===== config.mk =====
export PLATFORM = sky130hd
export DESIGN_NAME = hier_fanout_node
export DESIGN_NICKNAME = d
export VERILOG_FILES = /design/src/rtl/hier_node_pkg.sv /design/src/rtl/hier_leaf_counter.sv /design/src/rtl/hier_fanout_node.sv
export SDC_FILE = /design/constraint.sdc
export NUM_CORES = 1
export LEC_CHECK = 0
export CORE_ASPECT_RATIO = 1.1
export CORE_MARGIN = 2
export CORE_UTILIZATION = 40
export CTS_CLUSTER_DIAMETER = 200
export DETAILED_ROUTE_END_ITERATION = 7
export PLACE_DENSITY_LB_ADDON = 0.2
export SLEW_MARGIN = 20
export SYNTH_ARGS = -nofsm -noshare
export SYNTH_HDL_FRONTEND = slang
export SYNTH_SLANG_ARGS = --single-unit

===== constraint.sdc =====
create_clock -name clk -period 1.9 [get_ports clk]
set_clock_uncertainty 0.15 [all_clocks]
set_input_delay 0.38 -clock clk [delete_from_list [all_inputs] [get_ports clk]]
set_output_delay 0.38 -clock clk [all_outputs]
set_load 0.005 [all_outputs]

===== src/rtl/hier_node_pkg.sv =====
// Shared types and sizing helpers for the hierarchy fan-out node and its leaves.
package hier_node_pkg;

    localparam int MAX_CHILD = 32;

    typedef enum logic [1:0] {
        ST_IDLE,
        ST_LAUNCH,
        ST_WAIT,
        ST_DONE
    } node_state_t;

    // Elapsed-cycle width: worst case is NUM_CHILD + 2^CNT_W, plus headroom.
    function automatic int calc_cyc_w(input int cnt_w, input int n_child);
        return cnt_w + $clog2(n_child) + 2;
    endfunction

endpackage


===== src/rtl/hier_leaf_counter.sv =====
// Leaf down-counter: loaded with a length, raises a sticky done as it counts out.
module hier_leaf_counter #(
    parameter int CNT_W = 8
) (
    input  logic             clk,
    input  logic             rst_n,
    input  logic             load,
    input  logic [CNT_W-1:0] len,
    input  logic             clear,
    output logic             done
);

    logic [CNT_W-1:0] r_cnt;
    logic             r_done;

    always_ff @(posedge clk or negedge rst_n) begin
        if (!rst_n) begin
            r_cnt  <= '0;
            r_done <= 1'b0;
        end else if (clear) begin
            r_cnt  <= '0;
            r_done <= 1'b0;
        end else if (load) begin
            r_cnt  <= len;
            r_done <= 1'b0;
        end else if (r_cnt != '0) begin
            r_cnt <= r_cnt - CNT_W'(1);
            if (r_cnt == CNT_W'(1))
                r_done <= 1'b1;
        end
    end

    // Done is already visible in the final count cycle, so a child loaded in
    // cycle c reports done from cycle c+len onward.
    assign done = r_done | (r_cnt == CNT_W'(1));

endmodule


===== src/rtl/hier_fanout_node.sv =====
// Hierarchy node: launches NUM_CHILD leaf counters one per cycle, reports elapsed cycles.
// Optional feature macro: HIER_NODE_DONE_MASK_EN exposes the per-child done flags.
module hier_fanout_node
    import hier_node_pkg::*;
#(
    parameter  int NUM_CHILD = 5,
    parameter  int CNT_W     = 8,
    localparam int CYC_W     = calc_cyc_w(CNT_W, NUM_CHILD)
) (
    input  logic                 clk,
    input  logic                 rst_n,
    input  logic                 start_valid,
    output logic                 start_ready,
    input  logic [CNT_W-1:0]     start_len,
    input  logic                 abort,
    output logic                 busy,
    output logic                 done_valid,
    input  logic                 done_ready,
`ifdef HIER_NODE_DONE_MASK_EN
    output logic [CYC_W-1:0]     done_cycles,
    output logic [NUM_CHILD-1:0] done_mask
`else
    output logic [CYC_W-1:0]     done_cycles
`endif
);

    if (NUM_CHILD < 1 || NUM_CHILD > MAX_CHILD) begin : g_bad_cfg
        $error("hier_fanout_node: NUM_CHILD out of range");
    end

    node_state_t            r_state, w_next;
    logic [CNT_W-1:0]       r_len;
    logic [CYC_W-1:0]       r_cyc;
    logic [NUM_CHILD-1:0]   r_ptr;
    logic [NUM_CHILD-1:0]   w_load;
    logic [NUM_CHILD-1:0]   w_done;
    logic                   w_accept, w_abort, w_clear, w_all_done;

    assign start_ready = (r_state == ST_IDLE);
    assign busy        = (r_state == ST_LAUNCH) || (r_state == ST_WAIT);
    assign done_valid  = (r_state == ST_DONE);
    assign done_cycles = r_cyc;

    assign w_accept   = start_ready && start_valid;
    assign w_abort    = busy && abort;
    assign w_clear    = w_accept || w_abort;
    assign w_all_done = &w_done;
    assign w_load     = ((r_state == ST_LAUNCH) && !abort) ? r_ptr : '0;

    always_ff @(posedge clk or negedge rst_n) begin
        if (!rst_n)
            r_state <= ST_IDLE;
        else
            r_state <= w_next;
    end

    always_comb begin
        w_next = r_state;
        case (r_state)
            ST_IDLE:   if (start_valid) w_next = ST_LAUNCH;
            ST_LAUNCH: begin
                if (abort)                   w_next = ST_IDLE;
                else if (r_ptr[NUM_CHILD-1]) w_next = ST_WAIT;
            end
            ST_WAIT: begin
                if (abort)           w_next = ST_IDLE;
                else if (w_all_done) w_next = ST_DONE;
            end
            ST_DONE:   if (done_ready) w_next = ST_IDLE;
            default:   w_next = ST_IDLE;
        endcase
    end

    // Counter starts at 1 so the accept cycle itself is included in the total.
    always_ff @(posedge clk or negedge rst_n) begin
        if (!rst_n) begin
            r_len <= '0;
            r_cyc <= '0;
            r_ptr <= '0;
        end else if (w_accept) begin
            r_len <= (start_len == '0) ? CNT_W'(1) : start_len;
            r_cyc <= CYC_W'(1);
            r_ptr <= NUM_CHILD'(1);
        end else begin
            if (r_state == ST_LAUNCH)
                r_ptr <= r_ptr << 1;
            if (busy && (r_cyc != '1))
                r_cyc <= r_cyc + CYC_W'(1);
        end
    end

`ifdef HIER_NODE_DONE_MASK_EN
    logic [NUM_CHILD-1:0] r_mask;

    always_ff @(posedge clk or negedge rst_n) begin
        if (!rst_n)
            r_mask <= '0;
        else
            r_mask <= w_clear ? '0 : w_done;
    end

    assign done_mask = r_mask;
`endif

    for (genvar g = 0; g < NUM_CHILD; g++) begin : inst
        hier_leaf_counter #(
            .CNT_W (CNT_W)
        ) u_leaf (
            .clk   (clk),
            .rst_n (rst_n),
            .load  (w_load[g]),
            .len   (r_len),
            .clear (w_clear),
            .done  (w_done[g])
        );
    end

endmodule


==> flow_metrics.py, run 1 <==
metrics = {
    "outcome": {
        "status": "complete, but fails checks",
        "failed_checks": "negative setup slack",
    },
    "synth": {
        "syn-cell-area_um2": 4090,
        "yosysSeqAreaShare": 0.446,
        "synth.distinct_cells": 41,
        "syn-num-nets": 477,
        "ys_ff_latch": 73,
        "yosys-top-cells-area": "dfrtp_1 45%, ha_1 6.1%, nor2_1 5.9%",
        "yosys.area.top_type_share": 0.446,
        "ys.flop_type": "dfrtp_1",
        "synth-edff-count": 0,
        "yosysWarnings": 0,
        "syn_inst": 444,
        "yosys.area.top_type": "dfrtp_1",
        "avgSynthCellArea_um2": 9.22,
        "synthArstFlopShare": 1.00,
    },
    "finish": {
        "nFillCells": 873,
        "layoutNonFillerInstCount": 662,
        "n_antenna_cell": 0,
        "ff_latch_area_um2": 1830,
        "final_common_cell": "dfrtp_1",
        "fin_nets": 570,
        "layout-drive-gt1-share": 0.249,
        "areaGrowthSynthToFinish_pct": 33.3,
        "multi_input_area_um2": 2370,
        "final_cell_mix": "71 x dfrtp_1, 62 x nor2_1, 61 x nand2_1",
    },
    "job": {
        "maxCapViolations": 0,
    },
    "sta": {
        "hold_viol_final": 0,
        "max_freq_ghz": 0.512,
        "worst_slew_pin_slew_ns": 0.419,
        "timing.final.crit_share": 1.03,
        "maxSlewViolCount": 0,
        "rsz0062_at_grt": "true",
        "setup_viol": 7,
        "worst_slack_ns": -0.0527,
        "fin_hold_ws_ns": 0.305,
        "slew_headroom": 0.718,
        "min_period_ns": 1.95,
    },
    "clock_tree": {
        "clock_sink_count": 73,
        "cts_root_buffer": "clkbuf_8",
        "clock_latency_ns": 0.36,
        "htree_num_levels": 3,
        "cts_inserted_buffers": 9,
        "ctsLongestPathBuffers": 2,
        "cts_tree": "yes",
        "path_clk_slew_ns": 0.08,
    },
    "critical_path": {
        "worstPathArrival_ns": 2.05,
        "worstPathRequired_ns": 1.99,
        "crit_path_end_kind": "register",
        "start_kind": "register",
        "slowest_stage": "a222oi_1",
        "crit_chain": "nor3_2 -> nand3_1 -> a222oi_1 -> buf_4 -> a311o_1 -> o21ai_1",
        "worstPathMaxFanout": 3,
        "critical_path_class": "reg2reg",
        "max_stage_delay_ns": 0.45,
    },
    "global_routing": {
        "antenna_found_initial": 0,
        "grt_overflow": 0,
        "grt_pass1_wl_um": 17200,
        "grt_use_total": 0.202,
        "grt_pass1_vias": 3520,
        "grt_max_degree": 34,
    },
    "routing": {
        "vias_per_cell": 5.34,
        "avgRoutedWirePerCell_um": 16.0,
        "drt_iter0_drc": 160,
        "ant_nets": 0,
        "drc": 0,
        "firstDrtPassIters": 4,
        "vias": 3535,
        "drt-total-wl_um": 10600,
    },
    "pwr": {
        "p_leak_nw": 2.46,
        "pwr_density_cell_nw_per_um2": 1630,
        "power.total_mw": 8.92,
        "peakVddDrop_mv": 0.847,
    },
    "floorplan": {
        "dieWidth_um": 100,
        "die-area_um2": 11100,
        "core-area_um2": 9940,
        "ioPinCount": 29,
        "initial_core_util": 0.412,
        "rows": 38,
        "die_height_um": 110,
    },
    "place": {
        "hpwl_um": 7110,
        "dp.cells": 632,
        "portBuffers": 28,
        "gp_congestion": 0.807,
    },
    "min_path": {
        "hold_path_class": "in2async",
    },
}
-- cells by family after synthesis --
family          share of synthesized area
simple gates                        0.222
compound gates                      0.132
flops                               0.446
xor+xnor                           0.0920
buf+inv                            0.0318
fa+ha+maj                          0.0611
mux                                0.0147
-- final timing paths --
path                                                     startpoint                          end  slack [ns]  cells past startpoint
worst max-delay path            inst[0].u_leaf.r_cnt[4]$_DFFE_PN0P_       r_state[1]$_DFFE_PN0P_       -0.05                      6
worst min-delay path                                          rst_n  done_cycles[10]$_DFFE_PN0P_        0.30                      2
worst max register to register  inst[0].u_leaf.r_cnt[4]$_DFFE_PN0P_       r_state[1]$_DFFE_PN0P_       -0.05                      6
worst min register to register           done_cycles[9]$_DFFE_PN0P_   done_cycles[9]$_DFFE_PN0P_        0.38                      2
max in group asynchronous                                     rst_n   done_cycles[6]$_DFFE_PN0P_        0.68                      3
min in group clk                         done_cycles[9]$_DFFE_PN0P_   done_cycles[9]$_DFFE_PN0P_        0.38                      2
-- cells in the mapped netlist (8+ instances only) --
| library cell | instances |
|---|---|
| dfrtp_1 | 73 |
| nor2_1 | 64 |
| nand2_1 | 62 |
| a211oi_1 | 28 |
| xnor2_1 | 27 |
| ha_1 | 20 |
| inv_1 | 19 |
| nor3_1 | 19 |
| xor2_1 | 16 |
| a21oi_1 | 14 |
| and2_1 | 10 |
| nand3_1 | 8 |
-- flip-flops by register name, summed over array words and instances, names as in the netlist --
signal and count:
done_cycles 13, inst.u_leaf.r_cnt 40, inst.u_leaf.r_done 5, r_len 8, r_ptr 5, r_state 2
-- where the power goes --
part           switching, mW  internal [mW]
Combinational           2.48           2.41
Sequential             0.656           2.12
Clock                  0.608          0.638
-- per-layer routing --
metal | part of all wire | wire (um) | global-route usage
met5 | 0 | 0 | 0
met4 | 0.020 | 207 | 0.0734
met3 | 0.036 | 376 | 0.0511
met2 | 0.49 | 5140 | 0.326
met1 | 0.46 | 4860 | 0.264
-- through the flow --
stage | setup TNS [ns] | instance area (um^2) | utilization | worst slack, ns
2_1_floorplan | 0 | 4090 | - | 0.0116
3_3_place_gp | -0.523 | 4910 | 0.494 | -0.115
6_report | -0.0874 | 5460 | 0.549 | -0.0527
4_1_cts | -0.0465 | 5200 | 0.523 | -0.0250
3_5_place_dp | -1.68 | 4910 | 0.494 | -0.149
5_1_grt | -0.800 | 5460 | 0.549 | -0.174
-- timing repair --
| item | in CTS | in global routing |
|---|---|---|
| pin swaps | 5 | 11 |
| hold endpoints to repair | 19 | 0 |
| gates resized for setup | 22 | 47 |
| endpoints found under the setup margin | 12 | 56 |
| gates cloned | 1 | 1 |
| hold buffers | 1 | 0 |
| setup buffers | 5 | 7 |
-- critical path, delay by kind of cell, from the launching register on --
family	cells	cell delay (ns)
DFF	1	0.40
buffers and inverters	1	0.21
AOI/OAI and AO/OA	3	0.69
and+or+nand+nor	2	0.39
-- layout make-up --
type	instances	share of cell area
multi-input combinational	339	0.435
inverter	19	0.0131
clock buffer	11	0.0259
clock inverter	5	0.0101
sequential	73	0.335
tap	120	0.0275
timing repair buffer	95	0.154
No activity file was read; power rests on OpenSTA's default activity.
==> inputs of run 2 (changes only) <==
--- a/config.mk
+++ b/config.mk
@@ -9,8 +9,10 @@
 export CORE_MARGIN = 2
 export CORE_UTILIZATION = 40
 export CTS_CLUSTER_DIAMETER = 200
+export CTS_CLUSTER_SIZE = 10
 export DETAILED_ROUTE_END_ITERATION = 7
 export PLACE_DENSITY_LB_ADDON = 0.2
+export SETUP_SLACK_MARGIN = 0.05
 export SLEW_MARGIN = 20
 export SYNTH_ARGS = -nofsm -noshare
 export SYNTH_HDL_FRONTEND = slang
==> flow_metrics.py, run 2 (synthesis results as in run 1) <==
metrics = {
    "outcome": {
        "status": "complete, but fails checks",
        "failed_checks": "negative setup slack",
    },
    "routing": {
        "avgRoutedWirePerCell_um": 15.7,
        "vias": 3593,
        "drt_iter0_drc": 176,
        "ant_nets": 0,
        "drc": 0,
        "vias_per_cell": 5.35,
        "drt-total-wl_um": 10600,
        "firstDrtPassIters": 4,
    },
    "pwr": {
        "pwr_density_cell_nw_per_um2": 1650,
        "peakVddDrop_mv": 0.906,
        "power.total_mw": 9.37,
        "p_leak_nw": 2.64,
    },
    "global_routing": {
        "gr-usage-met3": 0.0315,
        "grt_pass1_vias": 3526,
        "grt_max_degree": 35,
        "grt_util_met1": 0.277,
        "grt_pass1_wl_um": 17400,
        "top_usage_layer": "met2",
        "grt_overflow": 0,
        "grt_use_total": 0.200,
        "use_met2": 0.321,
        "antenna_found_initial": 0,
    },
    "sta": {
        "fin_hold_ws_ns": 0.378,
        "worst_slack_ns": -0.0617,
        "setup_viol": 2,
        "slew_headroom": 0.676,
        "worst_slew_pin_slew_ns": 0.486,
        "rsz0062_at_grt": "true",
        "max_freq_ghz": 0.510,
        "hold_viol_final": 0,
        "maxSlewViolCount": 0,
        "min_period_ns": 1.96,
        "timing.final.crit_share": 1.03,
    },
    "finish": {
        "final_common_cell": "dfrtp_1",
        "final_cell_mix": "73 x dfrtp_1, 65 x buf_4, 58 x nand2_1",
        "areaGrowthSynthToFinish_pct": 38.5,
        "layoutNonFillerInstCount": 672,
        "largest_reg_flops": 40,
        "nFillCells": 878,
        "regMostFlops": "inst.u_leaf.r_cnt",
        "layout-drive-gt1-share": 0.290,
        "n_antenna_cell": 0,
        "fin_nets": 580,
    },
    "min_path": {
        "hold_path_class": "in2async",
    },
    "job": {
        "maxCapViolations": 0,
    },
    "floorplan": {
        "ioPinCount": 29,
        "core-area_um2": 9940,
        "initial_core_util": 0.412,
        "die_height_um": 110,
        "die-area_um2": 11100,
        "rows": 38,
        "dieWidth_um": 100,
    },
    "clock_tree": {
        "clock_sink_count": 73,
        "clock_latency_ns": 0.35,
        "cts_tree": "yes",
        "cts_inserted_buffers": 9,
        "path_clk_slew_ns": 0.07,
        "ctsLongestPathBuffers": 2,
        "htree_num_levels": 3,
        "cts_root_buffer": "clkbuf_8",
    },
    "critical_path": {
        "critical_path_class": "reg2reg",
        "reg2reg_setup_slack_ns": -0.06,
        "worstPathMaxFanout": 3,
        "crit_path_end_kind": "register",
        "worstPathRequired_ns": 2.03,
        "start_kind": "register",
        "worstPathArrival_ns": 2.10,
    },
    "place": {
        "hpwl_um": 7190,
        "gp_congestion": 0.803,
        "dp.cells": 636,
        "portBuffers": 28,
        "pre_cts_ws_ns": -0.126,
    },
}
[run 2: changes by cell type in the layout (fill, tap and decap cells not counted), moves of 3 or more]
cell,delta
nor2_2,+7
buf_4,+8
clkdlybuf4s50_1,-5
nand2_1,-3
nor2_1,-7
dlymetal6s2s_1,+3
[run 2: final timing paths]
check                                               startpoint                             endpoint  cells past startpoint
min in group clk             inst[4].u_leaf.r_done$_DFFE_PN0P_    inst[4].u_leaf.r_done$_DFFE_PN0P_                      1
setup / recovery           inst[1].u_leaf.r_cnt[5]$_DFFE_PN0P_  inst[1].u_leaf.r_cnt[0]$_DFFE_PN0P_                      6
setup reg to reg           inst[1].u_leaf.r_cnt[5]$_DFFE_PN0P_  inst[1].u_leaf.r_cnt[0]$_DFFE_PN0P_                      6
max in group asynchronous                                rst_n                 r_len[0]$_DFFE_PN0P_                      3
hold / removal                                           rst_n  inst[1].u_leaf.r_cnt[3]$_DFFE_PN0P_                      2
hold reg to reg              inst[4].u_leaf.r_done$_DFFE_PN0P_    inst[4].u_leaf.r_done$_DFFE_PN0P_                      1
[run 2: final cells by class]
cell class	instances	area, um^2	share of cell area
Sequential cell	73	1830	0.322
Clock inverter	5	77.6	0.0137
Timing Repair Buffer	105	955	0.168
Tap cell	120	150	0.0265
Multi-Input combinational cell	339	2440	0.430
Clock buffer	11	151	0.0267
Inverter	19	71.3	0.0126
[run 2: timing repair]
action,4_1_cts,5_1_grt
cloned,1,1
resized for setup,37,56
setup buffers,7,11
pin swaps,9,17
endpoints found under the hold margin,32,0
setup endpoints to repair,19,55
hold buffers,1,0
[run 2: worst max-delay path, stage by stage (launching register included)]
cell     delay [ns]
dfrtp_1        0.41
or4_4          0.57
nor4_4         0.26
buf_4          0.19
xnor2_2        0.10
nand2_1        0.09
a21oi_2        0.13
[run 2: power breakdown]
| group | internal [mW] | switching [mW] | total [mW] | leakage (nW) |
|---|---|---|---|---|
| clock | 0.806 | 0.587 | 1.39 | 0.115 |
| sequential | 2.12 | 0.643 | 2.76 | 0.956 |
| combinational | 2.61 | 2.61 | 5.21 | 1.57 |
[run 2: per-stage QoR]
step	cell area, um^2	util	setup TNS (ns)
6_report	5670	0.571	-0.0888
5_1_grt	5670	0.571	-0.401
4_1_cts	5360	0.539	-0.0249
3_5_place_dp	4950	0.498	-1.53
3_3_place_gp	4950	0.498	-0.587
2_1_floorplan	4100	-	0
[run 2: routing by layer]
layer | vias to the layer above | wire length [um]
li1 | 1747 | -
met1 | 1766 | 4980
met2 | 65 | 5020
met3 | 15 | 382
met4 | 0 | 176
met5 | - | 0
